--- src/rtl/fnd_scan_controller.sv ---
// -----------------------------------------------------------------------------
// fnd_scan_controller
//
// Time-multiplexed scan controller for a 4-digit common-anode 7-segment (FND)
// display. A free-running divider produces one clock-enable tick per digit
// slot. Each slot begins with an all-off anti-ghosting interval (BLANK),
// followed by the decoded segments of the active digit (SHOW). The BCD and
// decimal-point inputs are captured into shadow registers once per frame, so
// a value that changes mid-scan never tears across digits.
//
// Parameters:
//   TICK_DIV   clock cycles per digit slot (>= 4)
//   BLANK_CYC  all-off cycles at the start of each slot (1 .. TICK_DIV-2)
//   LZB        1 = blank leading zeros on digits 3..1, 0 = show every digit
//
// Ports:
//   i_clk    system clock
//   i_reset  synchronous, active-high reset
//   i_en     display enable; 0 forces every pin dark
//   i_bcd    four BCD nibbles, [3:0] = digit0 (rightmost) .. [15:12] = digit3
//   i_dp     decimal point per digit, 1 = lit
//   o_com    digit commons, active-low, one-hot-low while a digit is shown
//   o_seg    segments, active-low, {dp, g, f, e, d, c, b, a}
//   o_frame  one-cycle pulse on the cycle the shadow registers load
// -----------------------------------------------------------------------------
module fnd_scan_controller #(
   parameter int unsigned TICK_DIV  = 312500,
   parameter int unsigned BLANK_CYC = 1000,
   parameter bit          LZB       = 1'b1
) (
   input  logic        i_clk,
   input  logic        i_reset,
   input  logic        i_en,
   input  logic [15:0] i_bcd,
   input  logic [3:0]  i_dp,
   output logic [3:0]  o_com,
   output logic [7:0]  o_seg,
   output logic        o_frame
);

   localparam int unsigned DIV_W = $clog2(TICK_DIV);
   localparam int unsigned BLK_W = (BLANK_CYC > 1) ? $clog2(BLANK_CYC) : 1;

   typedef enum logic {
      ST_BLANK = 1'b0,
      ST_SHOW  = 1'b1
   } state_t;

   state_t             state_q;
   logic [DIV_W-1:0]   div_q;
   logic [BLK_W-1:0]   blk_q;
   logic [1:0]         digit_q;
   logic [15:0]        sh_bcd_q;
   logic [3:0]         sh_dp_q;
   logic               first_q;

   logic               tick;
   logic               load;
   logic [3:0]         nib;
   logic               lead_zero;
   logic [3:0]         com_d;
   logic [7:0]         seg_d;

   // Active-low segment pattern {g..a}; anything above 9 shows a lone '-'.
   function automatic logic [6:0] seg_decode(input logic [3:0] value);
      logic [6:0] pat;
      case (value)
         4'd0:    pat = 7'h40;
         4'd1:    pat = 7'h79;
         4'd2:    pat = 7'h24;
         4'd3:    pat = 7'h30;
         4'd4:    pat = 7'h19;
         4'd5:    pat = 7'h12;
         4'd6:    pat = 7'h02;
         4'd7:    pat = 7'h78;
         4'd8:    pat = 7'h00;
         4'd9:    pat = 7'h10;
         default: pat = 7'h3F;
      endcase
      return pat;
   endfunction

   assign tick = (div_q == DIV_W'(TICK_DIV - 1));
   // Shadow loads as digit0's slot begins, plus once right after reset so the
   // very first frame is not shown from the cleared shadow.
   assign load = first_q || (tick && (digit_q == 2'd3));

   // Next value of the output pins, driven from the current state and shadow.
   always_comb begin
      // NOTE: every signal gets a default first so no path leaves it unassigned,
      // which would otherwise infer a latch.
      nib       = sh_bcd_q[{digit_q, 2'b00} +: 4];
      lead_zero = 1'b0;
      case (digit_q)
         2'd1:    lead_zero = (sh_bcd_q[15:4]  == 12'h000);
         2'd2:    lead_zero = (sh_bcd_q[15:8]  == 8'h00);
         2'd3:    lead_zero = (sh_bcd_q[15:12] == 4'h0);
         default: lead_zero = 1'b0;
      endcase

      com_d = ~(4'b0001 << digit_q);
      // A suppressed digit keeps its common low and its decimal point.
      seg_d = {~sh_dp_q[digit_q], (LZB && lead_zero) ? 7'h7F : seg_decode(nib)};

      if ((state_q != ST_SHOW) || !i_en) begin
         com_d = 4'hF;
         seg_d = 8'hFF;
      end
   end

   // NOTE: reset is sampled synchronously here; no asynchronous term appears in
   // the sensitivity list, so a reset mid-slot lands cleanly on the next edge.
   always_ff @(posedge i_clk) begin
      if (i_reset) begin
         div_q    <= '0;
         digit_q  <= 2'd0;
         state_q  <= ST_BLANK;
         blk_q    <= '0;
         sh_bcd_q <= 16'h0000;
         sh_dp_q  <= 4'h0;
         first_q  <= 1'b1;
         o_com    <= 4'hF;
         o_seg    <= 8'hFF;
         o_frame  <= 1'b0;
      end else begin
         // NOTE: non-blocking assignments throughout, so every right-hand side
         // reads the pre-edge value regardless of statement order.
         div_q <= tick ? '0 : div_q + 1'b1;

         // A tick always wins over the BLANK exit and restarts the blank count.
         if (tick) begin
            digit_q <= digit_q + 2'd1;
            state_q <= ST_BLANK;
            blk_q   <= '0;
         end else if (state_q == ST_BLANK) begin
            blk_q <= blk_q + 1'b1;
            if (blk_q == BLK_W'(BLANK_CYC - 1)) begin
               state_q <= ST_SHOW;
            end
         end

         if (load) begin
            sh_bcd_q <= i_bcd;
            sh_dp_q  <= i_dp;
         end
         first_q <= 1'b0;

         o_frame <= load;
         o_com   <= com_d;
         o_seg   <= seg_d;
      end
   end

endmodule

--- config.mk ---
export PLATFORM = sky130hd
export DESIGN_NAME = fnd_scan_controller
export DESIGN_NICKNAME = d
export VERILOG_FILES = /design/src/rtl/fnd_scan_controller.sv
export SDC_FILE = /design/constraint.sdc
export NUM_CORES = 1
export LEC_CHECK = 0
export BUFFER_PORTS_ARGS = -buffer_cell sky130_fd_sc_hd__clkbuf_2
export CORE_MARGIN = 4
export CORE_UTILIZATION = 45
export DETAILED_ROUTE_END_ITERATION = 16
export PLACE_DENSITY = 0.69
export SYNTH_ARGS = -nofsm -noshare
export SYNTH_HDL_FRONTEND = slang
export SYNTH_SLANG_ARGS = --single-unit
--- constraint.sdc ---
create_clock -name i_clk -period 4.4 [get_ports i_clk]
set_input_delay 0.22 -clock i_clk [delete_from_list [all_inputs] [get_ports i_clk]]
set_output_delay 0.22 -clock i_clk [all_outputs]
set_load 0.02 [all_outputs]
==> metrics.txt <==
run status=complete, no violations; area of the core=6530 µm²; CTS tree=built; Peak VDD IR=0.000194 V; Yosys reg bits=66; global-route wire length before repair=10000 µm; IO buf count=35; Initial DRC Count=88; ys async rst share=0%; Netlist cell types=37; final setup fails=0; dpl ws=1.85 ns; WL final=5650 µm; via count=2300; Die ar.=8270 µm²; GPL Wtd Cong=0.823; die height=91.0 µm; CP required=4.60 ns; share of cells above drive strength 1=17.1%; achievable clock frequency=394 MHz; Post-Syn Nets=360; cts repair resizes=0; DP HPWL=4060 µm; largest net degree at the start of global routing=47; Residual DRC=0; clock buffers created by TritonCTS=9; synth top area cells=dfxtp_1, nand2b_1, mux2i_1; P per Cell Area=358 nW/µm²; Syn-to-layout area delta=13.7%; ANT nets after route=0; Total GRT Usage=14.9%; min Tclk post-route=2.54 ns; Clock transition at path regs=0.08 ns; commonest cells in the netlist=dfxtp_1, nand2b_1, nor2_1; Slew Limit Headroom=53.8%; maximum clock path buffer count=2; Yosys top cell by area=dfxtp_1; CP Capture Type=register; unrepaired setup endpoints after global routing=false; cts hold-fix bufs=0; Startpoint Class=register; post-CTS setup repair buffer count=0; synthesized instance count=325; Syn Area/Cell=9.53 µm²; most frequent cell after synthesis=dfxtp_1; I/O pins=36; maxcap violations=0; final hold vios=0; NumNets Final=393; post-placement cell area=3300 µm²; part of the cycle the worst path needs=57.7%; post-synthesis sequential area ratio=42.7%; leakage power=0.00135 µW; DIE WIDTH=91.0 µm; antenna violations before repair=0; DR pass1 iterations=4; final worst slack=1.86 ns; Post-synth EDFFs=0; Worst Tran Pin Value=0.692 ns; YS warnings=0; post-route cell area=3520 µm²; Post-Syn Area=3100 µm²; final setup TNS=0 ns; top-area cell type share of the netlist area=42.7%; Pwr Total=1260 µW; crit path max fanout=30; initial core utilization=47.4%; fin. max-slew vios=0; Sink Count=66; critical path data arrival time=2.74 ns; clock root cell=clkbuf_8; Via-to-Cell Ratio=5.23; # diodes=0; H-tree Lvls=3; worst min path class=in2reg; row cnt=29; grt ovf=0; FILL cells=623; ys flop type=dfxtp_1; number of global-route vias before repair=2159; WL/cell=12.8 µm; Clock Skews=0.00838 ns; Clk Latency, worst-skew pair=0.34 ns; path type of the worst setup path=reg2reg
==> metrics by stage <==
stage | instances | util, % | hold WS [ns]
2_1_floorplan | 325 | - | 0.248
3_3_place_gp | 424 | 50.6 | 0.446
3_5_place_dp | 424 | 50.6 | 0.459
4_1_cts | 440 | 53.9 | 0.0973
5_1_grt | 440 | 53.9 | 0.112
6_report | 440 | 53.9 | 0.112
==> area by class of cell <==
type | instances | area [µm²] | area share (%)
Multi-Input combinational cell | 236 | 1670 | 47.4
Sequential cell | 66 | 1320 | 37.5
Timing Repair Buffer | 36 | 183 | 5.19
Clock buffer | 9 | 124 | 3.52
Tap cell | 77 | 96.3 | 2.74
Clock inverter | 7 | 93.8 | 2.66
Inverter | 9 | 33.8 | 0.959
==> worst max-delay path: stages, from the launching register on <==
cell and delay (ns):
dfxtp_1 0.39, ha_1 0.23, or4bb_1 0.52, or4_4 0.56
o21bai_4 0.59, nor2_1 0.12
==> power breakdown <==
part	leakage [µW]	total [µW]	switching (µW)	internal, µW
logic	0.000708	79.9	39.6	40.4
registers	0.000538	628	14.0	614
clock network	0.000105	551	234	317
==> layer usage <==
metal  GRT usage [%]  share of wire [%]  wire length, µm  vias to the layer above
met5               0                  0                0                        -
met4            4.90                1.3               76                        0
met3            5.70                4.5              255                        6
met2            23.5                 47             2650                       40
met1            19.0                 47             2670                     1069
li1                -                  -                -                     1185
==> path summary, 6_finish.rpt <==
kind                                from  depth (start not counted)           to  slack (ns)
worst max-delay path            div_q[0]                          5    div_q[13]        1.86
worst min-delay path            i_bcd[8]                          3  sh_bcd_q[8]        0.11
worst max register to register  div_q[0]                          5    div_q[13]        1.86
worst min register to register  div_q[0]                          1     div_q[0]        0.47
==> cell usage in the layout, fill, tap and decap left out, types with 3 or more instances in the layout <==
cell / n
dfxtp_1: 66
nand2b_1: 41
nor2_1: 36
clkbuf_2: 35
mux2i_1: 22
nand2_1: 15
o21ai_0: 13
xnor2_1: 13
ha_1: 12
nand4_1: 10
inv_1: 9
nand3_1: 9
xor2_1: 9
clkbuf_8: 9
nor3_1: 7
a21oi_1: 7
and3_1: 6
mux4_2: 5
nand4b_1: 5
a211oi_1: 3
nor4_1: 3
==> sequential cells by signal (all words and copies together), names as in the netlist <==
register  cells
blk_q        10
digit_q       2
div_q        19
first_q       1
o_com         4
o_frame       1
o_seg         8
sh_bcd_q     16
sh_dp_q       4
state_q       1
==> cell families (layout without fill, tap and decap cells) <==
| kind of cell | count (synthesis) | in the layout | synth area share, % |
|---|---|---|---|
| simple gates | 146 | 146 | 26.1 |
| flops | 66 | 66 | 42.7 |
| compound gates | 29 | 29 | 5.78 |
| mux | 27 | 27 | 10.7 |
| buf+inv | 23 | 61 | 3.60 |
| xor+xnor | 22 | 22 | 6.22 |
| fa+ha+maj | 12 | 12 | 4.85 |
Note: power is estimated with default switching activity, not from simulation.
